### config.mk
export PLATFORM = sky130hd
export DESIGN_NAME = game_state_ctrl
export DESIGN_NICKNAME = d
export VERILOG_FILES = /design/src/rtl/game_state_ctrl.sv
export SDC_FILE = /design/constraint.sdc
export NUM_CORES = 1
export LEC_CHECK = 0
export CAP_MARGIN = 40
export CORE_MARGIN = 1
export CORE_UTILIZATION = 52
export CTS_CLUSTER_DIAMETER = 30
export DETAILED_ROUTE_END_ITERATION = 16
export PLACE_DENSITY_LB_ADDON = 0.25
export SLEW_MARGIN = 20
export SYNTH_ARGS = -nofsm -noshare
export SYNTH_HDL_FRONTEND = slang
export SYNTH_SLANG_ARGS = --single-unit
export TNS_END_PERCENT = 30
### constraint.sdc
create_clock -name clk -period 2 [get_ports clk]
set_input_delay 0.2 -clock clk [delete_from_list [all_inputs] [get_ports clk]]
set_output_delay 0.2 -clock clk [all_outputs]
set_load 0.005 [all_outputs]
### src/rtl/game_state_ctrl.sv
// Game flow controller: debounced start button, per-player scoring, win-screen hold
// and a one-cycle restart pulse to the gameplay logic on every new game.
module game_state_ctrl #(
  parameter int WIN_SCORE       = 5,
  parameter int SCORE_W         = 4,
  parameter int WIN_HOLD_FRAMES = 300,
  parameter int DEBOUNCE_CYCLES = 650000
) (
  input  logic               clk,
  input  logic               rst,
  input  logic               btn_start,
  input  logic               vsync,
  input  logic               p1_point,
  input  logic               p2_point,
  output logic [1:0]         screen,
  output logic [SCORE_W-1:0] score_p1,
  output logic [SCORE_W-1:0] score_p2,
  output logic               game_rst
);

  // Encodings match the screen_selector state enum: START, GAME, PLAYER_1, PLAYER_2.
  localparam logic [1:0] ST_START = 2'd0;
  localparam logic [1:0] ST_GAME  = 2'd1;
  localparam logic [1:0] ST_P1    = 2'd2;
  localparam logic [1:0] ST_P2    = 2'd3;

  localparam int HOLD_W = (WIN_HOLD_FRAMES < 1) ? 1 : $clog2(WIN_HOLD_FRAMES + 1);
  localparam int DB_W   = (DEBOUNCE_CYCLES < 1) ? 1 : $clog2(DEBOUNCE_CYCLES + 1);

  localparam logic [SCORE_W-1:0] WIN_S     = SCORE_W'(WIN_SCORE);
  localparam logic [HOLD_W-1:0]  HOLD_LAST = HOLD_W'(WIN_HOLD_FRAMES - 1);
  localparam logic [DB_W-1:0]    DB_LAST   = DB_W'(DEBOUNCE_CYCLES - 1);

  logic               sync1_q, sync1_d;
  logic               sync2_q, sync2_d;
  logic [DB_W-1:0]    db_cnt_q, db_cnt_d;
  logic               db_level_q, db_level_d;
  logic               vsync_q, vsync_d;
  logic [HOLD_W-1:0]  hold_q, hold_d;
  logic [1:0]         screen_q, screen_d;
  logic [SCORE_W-1:0] score_p1_q, score_p1_d;
  logic [SCORE_W-1:0] score_p2_q, score_p2_d;
  logic               game_rst_q, game_rst_d;

  logic               press;
  logic               frame_tick;
  logic [SCORE_W-1:0] p1_inc;
  logic [SCORE_W-1:0] p2_inc;

  // Button path: two-flop synchroniser, then a stability counter against the accepted level.
  always_comb begin
    sync1_d    = btn_start;
    sync2_d    = sync1_q;
    db_cnt_d   = '0;
    db_level_d = db_level_q;
    press      = 1'b0;
    if (sync2_q != db_level_q) begin
      if (db_cnt_q == DB_LAST) begin
        db_level_d = sync2_q;
        press      = sync2_q;
      end else begin
        db_cnt_d = db_cnt_q + DB_W'(1);
      end
    end
  end

  assign vsync_d    = vsync;
  assign frame_tick = vsync & ~vsync_q;

  assign p1_inc = score_p1_q + SCORE_W'(1);
  assign p2_inc = score_p2_q + SCORE_W'(1);

  always_comb begin
    screen_d   = screen_q;
    score_p1_d = score_p1_q;
    score_p2_d = score_p2_q;
    hold_d     = hold_q;
    game_rst_d = 1'b0;
    case (screen_q)
      ST_START: begin
        hold_d = '0;
        if (press) begin
          screen_d   = ST_GAME;
          score_p1_d = '0;
          score_p2_d = '0;
          game_rst_d = 1'b1;
        end
      end
      ST_GAME: begin
        hold_d = '0;
        // p1 wins ties; a simultaneous p2 pulse is dropped.
        if (p1_point) begin
          if (p1_inc >= WIN_S) begin
            score_p1_d = WIN_S;
            screen_d   = ST_P1;
          end else begin
            score_p1_d = p1_inc;
          end
        end else if (p2_point) begin
          if (p2_inc >= WIN_S) begin
            score_p2_d = WIN_S;
            screen_d   = ST_P2;
          end else begin
            score_p2_d = p2_inc;
          end
        end
      end
      ST_P1, ST_P2: begin
        if (press) begin
          screen_d = ST_START;
          hold_d   = '0;
        end else if (frame_tick) begin
          if (hold_q >= HOLD_LAST) begin
            screen_d = ST_START;
            hold_d   = '0;
          end else begin
            hold_d = hold_q + HOLD_W'(1);
          end
        end
      end
      default: begin
        screen_d = ST_START;
        hold_d   = '0;
      end
    endcase
  end

  always_ff @(posedge clk or negedge rst) begin
    if (!rst) begin
      sync1_q    <= 1'b0;
      sync2_q    <= 1'b0;
      db_cnt_q   <= '0;
      db_level_q <= 1'b0;
      vsync_q    <= 1'b0;
      hold_q     <= '0;
      screen_q   <= ST_START;
      score_p1_q <= '0;
      score_p2_q <= '0;
      game_rst_q <= 1'b0;
    end else begin
      sync1_q    <= sync1_d;
      sync2_q    <= sync2_d;
      db_cnt_q   <= db_cnt_d;
      db_level_q <= db_level_d;
      vsync_q    <= vsync_d;
      hold_q     <= hold_d;
      screen_q   <= screen_d;
      score_p1_q <= score_p1_d;
      score_p2_q <= score_p2_d;
      game_rst_q <= game_rst_d;
    end
  end

  assign screen   = screen_q;
  assign score_p1 = score_p1_q;
  assign score_p2 = score_p2_q;
  assign game_rst = game_rst_q;

endmodule

==> flow_summary.toml <==
[floorplanning]
core_area_sq_um = 4030
io_pins = 17
die_x_um = 67.2
dieArea_sq_um = 4510
die_h_um = 67.2
start_util_pct = 54.8
rows = 23

[sta]
tns_ns = 0
skew_ns = 0.0117
maxSlewViolCount = 0
fin_crit_ns = 1.84
fmax_mhz = 543
post-route-period-util_pct = 92.1
finalHoldViolCount = 0
slew_headroom_pct = 51.0
tightestPinTransition_ns = 0.728
setup_viol = 0
rsz0062_at_grt = "false"

[place]
portBuffers = 16
dpl.cell_count = 285
gp_congestion = 0.862
postPlaceCellArea_sq_um = 2450
post-dp-hpwl_mm = 2.82

[clock_network]
numCtsBuffers = 5
clkSinkCount = 44
worst_skew_pair.late_latency_ns = 0.29
htree_levels = 2
cts_tree = "done"
cts_buffer_depth = 2
cts_root_buffer = "clkbuf_8"
clk_pin_slew_ns = 0.08

[synth]
synth.most_common_cell = "dfrtp_1"
async_flop_share_pct = 100
synth_edf_count = 0
synth_commonest_cells = "dfrtp_1, nor2_1, xor2_1, nand2_1, nand3_1"
synthFlopType = "dfrtp_1"
netlist.top_cell.by_area = "dfrtp_1"
synthDistinctLibCells = 46
ys_warn_count = 0
synthesis.area_sq_um = 2210
ys_ff_latch = 44
syn_area_per_cell_sq_um = 10.2
yosys.area.top_type_share_pct = 49.9
synth_nets = 229
yosysSeqAreaShare_pct = 49.9
synthTopCellsByArea = "dfrtp_1, xor2_1, nor2_1"
synth_cells = 217

[min_path]
hp-start = "sync1_q"
min_path_cells = 0
worst_hold_path_type = "flop to flop"
min_to = "sync2_q"

[detailed_routing]
drt-pass1-iter-count = 4
route.detailed.drc = 0
post_drt_via_cell_ratio = 5.33
num_vias = 1566
drt_wl_total_mm = 3.99
ant_nets = 0
wire_per_inst_um = 13.6
drt_iter0_drc = 82

[critical_path]
arrival_ns = 2.00
reg2reg_from = "db_cnt_q[12]"
rrSetupSlack_ns = 0.16
cp_data_required_time_ns = 2.16
regToRegEndpoint = "screen[1]"
path_class = "flop to flop"
worstSetupStartpointType = "flop"
crit_fanout = 10
reg2reg_depth = 6
end_kind = "flop"

[grt]
grt_first_pass_wirelength_mm = 6.87
antenna_found_initial = 0
grt_pass1_vias = 1494
overflow = 0
grt_max_degree = 24
grt_util_all_layers_pct = 20.3

[cells_and_area]
nFillCells = 331
postLayoutCoreUtil_pct = 63.9
multi_input_area_sq_um = 1050
nNetsFinal = 256
finalNonFillerCells = 294
area_delta_synth_final_pct = 16.5
final_area_sq_um = 2570
diodes = 0
register_area_sq_um = 1100
drive_gt1_share_pct = 11.9

[flow_run]
drv_cap = 0

[status]
status = "finished, final reports clean"

[pwr]
p_leak_nw = 1.17
power_density_nw_per_um2 = 912
finalPower_mw = 2.35
ir_worst_vdd_uv = 523
==> layout by cell type, fill, tap and decap left out, types with 2 or more instances in the layout <==
cell             synthesis  final
xnor2_1                  7      7
ha_1                     6      6
clkdlybuf4s50_1          0     15
and3_1                   6      6
o21a_1                   2      2
dfrtp_1                 44     44
o211ai_1                 2      2
o31ai_1                  2      2
buf_4                    0      6
inv_1                    7      7
nand2_1                 13     13
o21ai_0                  4      4
nand3_1                 12     11
nor2_1                  41     41
and2b_2                  3      3
a211oi_1                 2      2
xor2_1                  19     19
nand4_1                 10     10
nor3_1                   5      5
nor4_1                   2      2
clkbuf_8                 0      7
==> per-layer routing <==
metal	share of wire, %	wire length, um	GRT usage [%]	vias to the layer above
met5	0	0	0	-
met2	45	1790	31.8	22
li1	-	-	-	802
met1	51	2050	28.3	740
met4	0.58	23	4.79	0
met3	3.1	123	5.07	2
==> logic make-up after synthesis <==
logic type | Yosys count | synth area share, %
simple gates | 105 | 24.9
flops | 44 | 49.9
xor+xnor | 26 | 10.3
compound gates | 22 | 7.88
buf+inv | 12 | 2.72
mux | 2 | 0.963
fa+ha+maj | 6 | 3.40
==> worst max-delay path: stages (launching register included) <==
cell and delay [ns]:
dfrtp_1 0.40, or4b_4 0.53, nor4_4 0.22, nand3_1 0.12
o211ai_1 0.13, buf_4 0.23, o211ai_4 0.08
==> cell type report <==
type	count	area share, %
sequential	44	42.8
tap	50	2.43
inverter	8	1.17
timing repair buffer	24	8.95
clock buffer	7	3.74
multi-input combinational	161	40.9
==> how the worst max path moves through the flow <==
| stage | from | endpoint | depth (start not counted) |
|---|---|---|---|
| final | db_cnt_q[12] | screen[1] | 6 |
| after global routing | score_p1[0] | screen[0] | 5 |
| after CTS | db_cnt_q[0] | screen[1] | 7 |
| after detailed placement | db_cnt_q[0] | screen[1] | 7 |
| after global placement | db_cnt_q[0] | screen[1] | 7 |
| after floorplan | db_cnt_q[4] | screen[1] | 6 |
==> stage by stage <==
stage               setup WS (ns)  hold WS, ns
floorplan                   0.250      -0.0956
global placement            0.151        0.215
detailed placement          0.112        0.217
CTS                        0.0775        0.343
global route               0.0286        0.341
finish                      0.159        0.350
==> where the power goes <==
part           internal [mW]  switching (mW)  total, mW  leakage [nW]
Combinational          0.331           0.310      0.641         0.530
Sequential             0.985           0.135       1.12         0.590
Clock                  0.308           0.279      0.586        0.0503
Total                   1.62           0.723       2.35          1.17
==> sequential cells by signal (all words and copies together), names as in the netlist <==
register    count
db_level_q      1
score_p2        4
vsync_q         1
score_p1        4
db_cnt_q       20
hold_q          9
sync1_q         1
sync2_q         1
game_rst        1
screen          2
==> repair_timing <==
item / in CTS / in global routing
hold buffers: 1 / 0
endpoints found under the setup margin: 0 / 11
resized for setup: 0 / 2
hold endpoints to repair: 22 / 0
buffers inserted: 0 / 1
Power figures use the tool's default switching activity.
